==> config.mk <==
export PLATFORM = sky130hd
export DESIGN_NAME = mem_responder
export DESIGN_NICKNAME = d
export VERILOG_FILES = /design/src/rtl/mem_responder_pkg.sv /design/src/rtl/mem_array.sv /design/src/rtl/mem_responder.sv
export SDC_FILE = /design/constraint.sdc
export NUM_CORES = 1
export LEC_CHECK = 0
export ABC_AREA = 1
export CAP_MARGIN = 10
export CORE_MARGIN = 1
export CORE_UTILIZATION = 60
export CTS_BUF_LIST = sky130_fd_sc_hd__clkbuf_16
export DETAILED_ROUTE_END_ITERATION = 10
export GPL_ROUTABILITY_DRIVEN = 0
export GPL_TIMING_DRIVEN = 0
export HOLD_SLACK_MARGIN = 0.08
export PLACE_DENSITY = 0.79
export SYNTH_ARGS = -nofsm -noshare
export SYNTH_HDL_FRONTEND = slang
export SYNTH_SLANG_ARGS = --single-unit
==> constraint.sdc <==
create_clock -name clk -period 3.3 [get_ports clk]
set_clock_uncertainty 0.15 [all_clocks]
set_input_delay 0.495 -clock clk [delete_from_list [all_inputs] [get_ports clk]]
set_output_delay 0.495 -clock clk [all_outputs]
set_load 0.005 [all_outputs]
==> src/rtl/mem_responder_pkg.sv <==
// Shared definitions for the memory responder: request codes, bus widths
// and the responder FSM state encoding.
package mem_responder_pkg;

    localparam int IOSTATEWIDTH  = 2;
    localparam int ADDRWIDTH     = 4;
    localparam int WORDWIDTH     = 8;
    localparam int MEMSTATEWIDTH = 2;

    // Request codes driven by the CPU on rwToMem; 2'b11 is illegal
    localparam logic [IOSTATEWIDTH-1:0] IDEL = 2'd0;
    localparam logic [IOSTATEWIDTH-1:0] RD   = 2'd1;
    localparam logic [IOSTATEWIDTH-1:0] WT   = 2'd2;

    typedef enum logic [MEMSTATEWIDTH-1:0] {
        M_IDLE = 2'd0,
        M_BUSY = 2'd1,
        M_ACK  = 2'd2,
        M_HOLD = 2'd3
    } mem_state_t;

    function automatic int max_int(input int a, input int b);
        return (a > b) ? a : b;
    endfunction

endpackage

==> src/rtl/mem_array.sv <==
// Word-addressed storage: synchronous write, combinational read.
// Contents are never touched by reset.
module mem_array #(
    parameter int WIDTH     = 8,
    parameter int DEPTH     = 16,
    parameter int INIT_ZERO = 1
) (
    input  logic                     clk,
    input  logic                     we,
    input  logic [$clog2(DEPTH)-1:0] addr,
    input  logic [WIDTH-1:0]         wdata,
    output logic [WIDTH-1:0]         rdata
);

    // Power-up contents for simulation: all zero, or unknown when INIT_ZERO=0
    logic [WIDTH-1:0] mem [DEPTH] = '{default: ((INIT_ZERO != 0) ? {WIDTH{1'b0}} : {WIDTH{1'bx}})};

    // Commit a write on the clock edge selected by the responder
    always_ff @(posedge clk) begin
        if (we) begin
            mem[addr] <= wdata;
        end
    end

    assign rdata = mem[addr];

endmodule

==> src/rtl/mem_responder.sv <==
// Memory-side end of the CPU load/store handshake. Captures a request,
// waits RD_LAT/WT_LAT cycles, performs the access and raises a one-cycle
// rdEn/wtEn. A request still held after the ack is parked in M_HOLD so it
// cannot re-trigger.
module mem_responder
    import mem_responder_pkg::*;
#(
    parameter int RD_LAT    = 2,
    parameter int WT_LAT    = 3,
    parameter int INIT_ZERO = 1
) (
    input  logic                     clk,
    input  logic                     reset,
    input  logic [IOSTATEWIDTH-1:0]  rwToMem,
    input  logic [ADDRWIDTH-1:0]     addrToMem,
    input  logic [WORDWIDTH-1:0]     dataToMem,
    output logic                     rdEn,
    output logic                     wtEn,
    output logic [WORDWIDTH-1:0]     dataFromMem,
    output logic [MEMSTATEWIDTH-1:0] memState,
    output logic                     protErr
);

    localparam int CW = $clog2(max_int(RD_LAT, WT_LAT)) + 1;

    mem_state_t              state, state_d;
    logic [CW-1:0]           cnt, cnt_d;
    logic [IOSTATEWIDTH-1:0] op_q;
    logic [ADDRWIDTH-1:0]    addr_q;
    logic [WORDWIDTH-1:0]    data_q;
    logic                    capture;
    logic                    rden_d, wten_d, perr_d;
    logic [WORDWIDTH-1:0]    dout_d;
    logic                    we;
    logic [WORDWIDTH-1:0]    rdata;

    mem_array #(
        .WIDTH     (WORDWIDTH),
        .DEPTH     (2 ** ADDRWIDTH),
        .INIT_ZERO (INIT_ZERO)
    ) u_array (
        .clk   (clk),
        .we    (we),
        .addr  (addr_q),
        .wdata (data_q),
        .rdata (rdata)
    );

    // Next-state, counter and next-output decode
    always_comb begin
        state_d = state;
        cnt_d   = cnt;
        capture = 1'b0;
        rden_d  = 1'b0;
        wten_d  = 1'b0;
        perr_d  = 1'b0;
        dout_d  = dataFromMem;
        we      = 1'b0;
        case (state)
            M_IDLE: begin
                if (rwToMem == RD) begin
                    capture = 1'b1;
                    cnt_d   = CW'(RD_LAT - 1);
                    state_d = M_BUSY;
                end else if (rwToMem == WT) begin
                    capture = 1'b1;
                    cnt_d   = CW'(WT_LAT - 1);
                    state_d = M_BUSY;
                end else if (rwToMem != IDEL) begin
                    perr_d = 1'b1;
                end
            end
            M_BUSY: begin
                // The latched request wins; a conflicting live code is only flagged
                if (rwToMem != IDEL && rwToMem != op_q) begin
                    perr_d = 1'b1;
                end
                if (cnt != '0) begin
                    cnt_d = cnt - CW'(1);
                end else begin
                    state_d = M_ACK;
                    if (op_q == RD) begin
                        rden_d = 1'b1;
                        dout_d = rdata;
                    end else begin
                        wten_d = 1'b1;
                        we     = 1'b1;
                    end
                end
            end
            M_ACK: begin
                state_d = (rwToMem == IDEL) ? M_IDLE : M_HOLD;
            end
            M_HOLD: begin
                if (rwToMem == IDEL) begin
                    state_d = M_IDLE;
                end
            end
            default: state_d = M_IDLE;
        endcase
    end

    // State, counter and registered outputs; reset drops any pending access
    always_ff @(posedge clk or negedge reset) begin
        if (!reset) begin
            state       <= M_IDLE;
            cnt         <= '0;
            rdEn        <= 1'b0;
            wtEn        <= 1'b0;
            dataFromMem <= '0;
            protErr     <= 1'b0;
        end else begin
            state       <= state_d;
            cnt         <= cnt_d;
            rdEn        <= rden_d;
            wtEn        <= wten_d;
            dataFromMem <= dout_d;
            protErr     <= perr_d;
        end
    end

    // Request operands are frozen at the capture edge
    always_ff @(posedge clk) begin
        if (capture) begin
            op_q   <= rwToMem;
            addr_q <= addrToMem;
            data_q <= dataToMem;
        end
    end

    assign memState = state;

endmodule

==> flow_summary.ini, run 1 <==
[status]
status = completed

[sta]
holdWs_ps = 325
slew-limit-headroom_pct = 42.1
tightest_slew_ps = 866
period_needed_ps = 2680
drv_slew = 0
rsz0062_at_grt = no
finalSetupViolCount = 0
hold_viol = 0
period_share_pct = 81.1
fmax_ghz = 0.374
setup_tns_ps = 0

[synthesis]
ys_seq_area_share_pct = 71.4
avgSynthCellArea_um2 = 10.8
synth_top_family_by_area = simple AND/OR/NAND/NOR gates
synth.distinct_cells = 21
yosysTopAreaCellShare_pct = 65.2
synth_edf_count = 142
yosys.cell_count.top_type = nand2_1
synthSimpleGateAreaFrac_pct = 22.9
synth_ff_type = edfxtp_1
synthMuxAreaShare_pct = 0
synth-xor-area-share_pct = 0.268
syn_inst = 605
netlist_area_um2 = 6540
synth-async-reset-ratio_pct = 10.1
synth_compound_area_share_pct = 0.842
yosysTopAreaCell = edfxtp_1
ys_warn_count = 0
synth_area_leaders = edfxtp_1 65%, nand2_1 16%, dfrtp_1 6.1%, nand3_1 3.7%, nor2_1 2.2%
synth_adder_area_share_pct = 0.957
synth_seq_cells = 158
syn_nets = 626
yosys-top-cells-count = 273 x nand2_1, 142 x edfxtp_1, 48 x nand3_1, 39 x nor2_1, 33 x inv_1

[critical_path]
crit_buf_inv = 1
r2r_slack_ps = 620
cp-startpoint = cnt[0]$_DFFE_PN0P_
cpLargestDelayFamily = simple AND/OR/NAND/NOR gates
crit_path_max_fanout = 8
r2r-start = cnt[0]$_DFFE_PN0P_
end_kind = flip-flop
start_kind = flip-flop
cpMostUsedCell = nor2_1
max_stage_delay_ps = 720
slowest_stage = nor2_1
crit_chain = inv_1 -> ha_1 -> nand3_2 -> nor2_1 -> nand3_1 -> nor2_1
crit_type = reg2reg
worstPathRequired_ps = 3200
worstPathArrival_ps = 2580

[cts]
cts_setup_buffers = 0
cts_sinks = 158
cts_buffers = 17
ctsRootBufferMaster = clkbuf_16
cts.htree.levels = 4
cts_tree = built
clock_path_buffers = 2
cts_hold_buf = 0
cts_resized = 0
path_clk_slew_ps = 70
clkLatencyLatePin_ps = 430

[detailed_routing]
routed-via-count = 4473
drtIter0Drc = 482
viasPerCell = 5.58
ant_nets = 0
avgRoutedWirePerCell_um = 17.3
drcViolationCount = 0
routed_wirelength_mm = 13.9
dr.pass1.iters = 7

[placed_design]
hpwl_mm = 9.05
dpl.cell_count = 769
port_buffers = 28

[die]
core_um2 = 10500
die_x_um = 106
num_io_pins = 29
num_rows = 37
die_h_um = 106
fp.dieArea_um2 = 11300
start_util_pct = 62.5

[global_routing]
grt_pass1_wl_mm = 21.7
grt_max_degree = 17
antenna_found_initial = 0
grt_pass1_vias = 4359
overflow = 0
grt_use_total_pct = 26.5

[min_path]
hp-class = in2async

[power]
power.density_nw_per_um2 = 714
finalPower_mw = 5.37
worst_ir_drop_vdd_v = 0.000409
p_leak_nw = 3.03

[final_layout]
area_delta_synth_final_pct = 15.2
fin_cells = 801
fin_nets = 673
insertedDiodeCount = 0
fin_util_pct = 71.9
drive_above_1_share_pct = 7.37

[job]
drv_cap = 0
==> report_power, final <==
part	switching (mW)	leakage [nW]	internal, mW
sequential	0.164	1.48	2.41
combinational	0.634	1.30	0.378
clock	0.811	0.254	0.969
==> worst reg2reg max path, cell delays in order (launching register included) <==
cell and delay (ps):
dfrtp_1 400, inv_1 100, ha_1 190, nand3_2 110
nor2_1 360, nand3_1 260, nor2_1 720
==> path summary, 6_finish.rpt <==
kind / end / depth (start not counted)
max: u_array.mem[6][2]$_DFFE_PP_ / 6
min: memState[1]$_DFFE_PN0P_ / 1
max reg2reg: u_array.mem[6][2]$_DFFE_PP_ / 6
min reg2reg: cnt[2]$_DFFE_PN0P_ / 2
max in group asynchronous: cnt[1]$_DFFE_PN0P_ / 1
min in group clk: cnt[2]$_DFFE_PN0P_ / 2
==> flip-flops by register name (all words and copies together), names as in the netlist <==
name,flops
rdEn,1
wtEn,1
u_array.mem,128
memState,2
op_q,2
addr_q,4
dataFromMem,8
cnt,3
protErr,1
data_q,8
==> placed cells by master, fill, tap and decap left out <==
cell type / instances
nand2_1: 273
edfxtp_1: 142
nand3_1: 48
nor2_1: 39
inv_1: 33
clkdlybuf4s50_1: 28
clkbuf_16: 17
dfrtp_1: 16
buf_2: 12
clkbuf_1: 8
nand4_1: 8
o21ai_0: 7
ha_1: 5
clkinvlp_4: 5
buf_1: 3
clkinv_4: 3
clkinv_2: 3
inv_6: 3
inv_2: 2
xor2_1: 2
nor2_4: 1
nand3_2: 1
clkinv_1: 1
nor3_4: 1
a41oi_1: 1
a21oi_1: 1
a31oi_1: 1
inv_8: 1
==> cells by family (layout without fill, tap and decap cells) <==
group | after synthesis | count (layout)
simple gates | 371 | 371
flops | 158 | 158
buf+inv | 59 | 119
compound gates | 10 | 10
fa+ha+maj | 5 | 5
xor+xnor | 2 | 2
==> stage by stage <==
| stage | area [um^2] | setup slack, ps |
|---|---|---|
| 2_1_floorplan | 6540 | 1310 |
| 3_3_place_gp | 6990 | 740 |
| 3_5_place_dp | 6990 | 730 |
| 4_1_cts | 7530 | 697 |
| 5_1_grt | 7530 | 534 |
| 6_report | 7530 | 625 |
==> layout make-up <==
| class | instances | area (um^2) |
|---|---|---|
| Tap cell | 136 | 170 |
| Clock buffer | 17 | 425 |
| Inverter | 36 | 135 |
| Multi-Input combinational cell | 388 | 1630 |
| Clock inverter | 15 | 116 |
| Fill cell | 697 | 2940 |
| Timing Repair Buffer | 28 | 280 |
| Buffer | 23 | 101 |
| Sequential cell | 158 | 4660 |
==> per-layer routing <==
layer	wire length, um	vias to the layer above	global-route usage, %
met5	0	-	0
met4	442	0	12.7
met3	1220	41	6.74
met2	6700	236	42.8
met1	5530	2098	33.7
li1	-	2098	-
Note: power is estimated with default switching activity, not from simulation.
==> run 2, diff against run 1 <==
- clock period: 3.3 -> 2.7 ns (I/O delays scaled with it)
==> flow_summary.ini, run 2 (synthesis results as in run 1) <==
[detailed_routing]
dr.pass1.iters = 6
ant_nets = 0
routed-via-count = 4503
viasPerCell = 5.62
drtIter0Drc = 570
avgRoutedWirePerCell_um = 17.2
drcViolationCount = 0
routed_wirelength_mm = 13.8

[sta]
period_needed_ps = 2660
setup_tns_ps = 0
tightest_slew_ps = 850
holdWs_ps = 243
period_share_pct = 98.5
drv_slew = 0
rsz0062_at_grt = yes
fmax_ghz = 0.376
finalSetupViolCount = 0
slew-limit-headroom_pct = 43.1
hold_viol = 0

[die]
num_rows = 37
start_util_pct = 62.5
core_um2 = 10500
num_io_pins = 29
die_h_um = 106
die_x_um = 106
fp.dieArea_um2 = 11300

[min_path]
hp-class = in2async

[critical_path]
crit_type = reg2reg
crit_path_max_fanout = 8
worstPathRequired_ps = 2600
worstPathArrival_ps = 2560
start_kind = flip-flop
end_kind = flip-flop

[cts]
cts_buffers = 17
clock_path_buffers = 2
clkLatencyLatePin_ps = 420
ctsRootBufferMaster = clkbuf_16
cts.htree.levels = 4
cts_tree = built
path_clk_slew_ps = 70
cts_hold_buf = 0
cts_sinks = 158

[final_layout]
insertedDiodeCount = 0
largest_reg_flops = 128
final_cell_mix = 273 x nand2_1, 142 x edfxtp_1, 48 x nand3_1
top_register = u_array.mem
area_delta_synth_final_pct = 15.5
final_common_cell = nand2_1
top_regs = u_array.mem: 128 flops, dataFromMem: 8 flops, data_q: 8 flops
drive_above_1_share_pct = 8.57
fin_nets = 673

[global_routing]
grt_pass1_vias = 4359
grt_use_total_pct = 26.5
grt_pass1_wl_mm = 21.7
grt_max_degree = 17
overflow = 0
antenna_found_initial = 0

[placed_design]
hpwl_mm = 9.05
port_buffers = 28

[status]
status = completed

[power]
worst_ir_drop_vdd_v = 0.000500
power.density_nw_per_um2 = 870
p_leak_nw = 3.03

[job]
drv_cap = 0
-- run 2: area by class of cell --
type | count | area (um^2)
Sequential cell | 158 | 4660
Fill cell | 689 | 2920
Multi-Input combinational cell | 388 | 1650
Clock buffer | 17 | 425
Timing Repair Buffer | 28 | 280
Tap cell | 136 | 170
Inverter | 36 | 135
Clock inverter | 15 | 116
Buffer | 23 | 101
-- run 2: what timing repair did --
item                                   4_1_cts  5_1_grt
endpoints found under the hold margin        0        0
gates resized for setup                      0        8
buffers inserted                             0        0
setup endpoints to repair                    0       63
-- run 2: report_power, final --
group          switching (mW)  internal [mW]
Sequential              0.200           2.95
Clock                   0.983           1.19
Combinational           0.783          0.463
Total                    1.97           4.60
-- run 2: worst paths after layout --
check | from | end | slack, ps | cells past startpoint
min in group clk | dataToMem[7] | data_q[7]$_DFFE_PP_ | 390 | 1
worst max-delay path | cnt[0]$_DFFE_PN0P_ | u_array.mem[2][1]$_DFFE_PP_ | 40 | 6
worst min register to register | cnt[2]$_DFFE_PN0P_ | cnt[2]$_DFFE_PN0P_ | 410 | 2
worst max register to register | cnt[0]$_DFFE_PN0P_ | u_array.mem[2][1]$_DFFE_PP_ | 40 | 6
worst min-delay path | reset | memState[1]$_DFFE_PN0P_ | 240 | 1
max in group asynchronous | reset | cnt[1]$_DFFE_PN0P_ | 1730 | 1
-- run 2: layer usage --
metal	GRT usage [%]	routed length, um	part of all wire, %
met5	0	0	0
met4	12.7	453	3.3
met3	6.74	1270	9.2
met2	42.8	6680	48
met1	33.7	5390	39
-- run 2: critical path: stages (launching register included) --
cell     delay (ps)
dfrtp_1         400
inv_1           100
ha_1            190
nand3_2         110
nor2_1          370
nand3_1         270
nor2_1          680
-- run 2: per-stage QoR --
stage	cell area (um^2)	power (mW)	utilization, %	worst slack [ps]	instances
floorplan	6540	3.88	-	710	605
global placement	6990	4.35	66.8	140	769
detailed placement	6990	4.41	66.8	130	769
CTS	7530	6.55	71.9	96.6	801
global route	7550	6.84	72.1	-53.7	801
finish	7550	6.56	72.1	41.5	801
==> run 3, diff against run 2 <==
- CORE_UTILIZATION: 60 -> 35
- PLACE_DENSITY: 0.79 -> default
==> flow_summary.ini, run 3 (synthesis results as in run 1) <==
[sta]
slew-limit-headroom_pct = 43.7
fmax_ghz = 0.387
finalSetupViolCount = 0
hold_viol = 0
tightest_slew_ps = 842
period_needed_ps = 2590
rsz0062_at_grt = yes
period_share_pct = 95.8
drv_slew = 0

[min_path]
hp-class = in2async

[critical_path]
crit_type = reg2reg
max_stage_delay_ps = 690
worstPathRequired_ps = 2610
cpLargestDelayFamily = simple AND/OR/NAND/NOR gates
crit_buf_inv = 1
path_depth = 6
reg2reg_to = u_array.mem[0][6]$_DFFE_PP_
end_kind = flip-flop
r2r-start = cnt[0]$_DFFE_PN0P_
reg2reg_depth = 6
r2r_slack_ps = 110
cpMostUsedCell = nor2_1
worstPathArrival_ps = 2500
slowest_stage = nor2_1
start_kind = flip-flop
crit_chain = inv_1 -> ha_1 -> nand3_2 -> nor2_1 -> nand3_1 -> nor2_1
crit_path_max_fanout = 8

[global_routing]
grt_max_degree = 17
grt_pass1_wl_mm = 23.3
grt_pass1_vias = 4207
antenna_found_initial = 0
overflow = 0
grt_use_total_pct = 16.5

[detailed_routing]
dr.pass1.iters = 10
viasPerCell = 4.82
routed-via-count = 4307
drcViolationCount = 1
avgRoutedWirePerCell_um = 16.8
ant_nets = 0
routed_wirelength_mm = 15.0
drtIter0Drc = 291

[cts]
clock_path_buffers = 2
cts_buffers = 17
cts_hold_buf = 0
ctsRootBufferMaster = clkbuf_16
clkLatencyLatePin_ps = 430
cts_sinks = 158
cts.htree.levels = 4
path_clk_slew_ps = 60
cts_tree = built

[final_layout]
fin_nets = 673
top_register = u_array.mem
fillers = 1716
largest_reg_flops = 128
final_common_cell = nand2_1
insertedDiodeCount = 0
drive_above_1_share_pct = 8.87
multi_input_area_um2 = 1660
fin_area_um2 = 7750
area_delta_synth_final_pct = 18.6
regArea_um2 = 4660
fin_util_pct = 42.7
top_regs = u_array.mem: 128 flops, dataFromMem: 8 flops, data_q: 8 flops
final_cell_mix = 273 x nand2_1, 142 x edfxtp_1, 48 x nand3_1

[die]
core_um2 = 18100
die_x_um = 139
start_util_pct = 36.0
die_h_um = 139
num_io_pins = 29
fp.dieArea_um2 = 19200
num_rows = 49

[job]
drv_cap = 0

[status]
status = finished with violations
violations = DRC

[power]
power.density_nw_per_um2 = 890
worst_ir_drop_vdd_v = 0.000645
p_leak_nw = 3.07

[placed_design]
port_buffers = 28
dpl-instance-area_um2 = 7100
hpwl_mm = 10.0
-- run 3: cell types whose count changed in the layout (fill, tap and decap cells not counted), sizes merged --
cell / before / now
bufinv: 0 / 4
clkinvlp: 5 / 3
clkinv: 7 / 8
inv: 39 / 36
-- run 3: worst max-delay path by stage --
stage                                   from                           end  slack, ps
final                     cnt[0]$_DFFE_PN0P_   u_array.mem[0][6]$_DFFE_PP_        110
after global routing      cnt[0]$_DFFE_PN0P_   u_array.mem[0][4]$_DFFE_PP_       -100
after CTS                 cnt[0]$_DFFE_PN0P_  u_array.mem[13][0]$_DFFE_PP_         40
after detailed placement  cnt[0]$_DFFE_PN0P_  u_array.mem[13][0]$_DFFE_PP_         50
after global placement    cnt[0]$_DFFE_PN0P_  u_array.mem[12][4]$_DFFE_PP_         70
after floorplan           cnt[0]$_DFFE_PN0P_  u_array.mem[12][0]$_DFFE_PP_        710
-- run 3: area by class of cell --
cell class / count / share of cell area (%)
clock buffers: 17 / 5.49
flip-flops and latches: 158 / 60.2
repair buffers: 28 / 3.62
multi-input cells: 388 / 21.5
plain buffers: 23 / 1.31
inverters: 36 / 1.74
clock inverters: 15 / 2.52
well taps: 229 / 3.70
-- run 3: power breakdown --
part           internal, mW  switching (mW)  total [mW]
Clock                  1.54           0.952        2.49
Combinational         0.464           0.790        1.25
Sequential             2.95           0.206        3.16
-- run 3: repair_timing --
item	CTS	global route
setup endpoints to repair	0	122
setup buffers	0	0
resized for setup	0	12
-- run 3: through the flow --
step	TNS [ps]	cells	power (mW)	hold WS, ps	setup WS (ps)
global placement	0	862	4.41	391	69.7
global route	-2070	894	7.21	342	-103
detailed placement	0	862	4.45	395	53.5
finish	0	894	6.90	287	114
floorplan	0	605	3.88	-40.6	710
CTS	0	894	6.93	311	44.5
-- run 3: metal layers --
layer | part of all wire (%) | track usage, %
met1 | 44 | 21.7
met2 | 46 | 25.6
met3 | 7.3 | 4.77
met4 | 2.0 | 7.19
met5 | 0 | 0
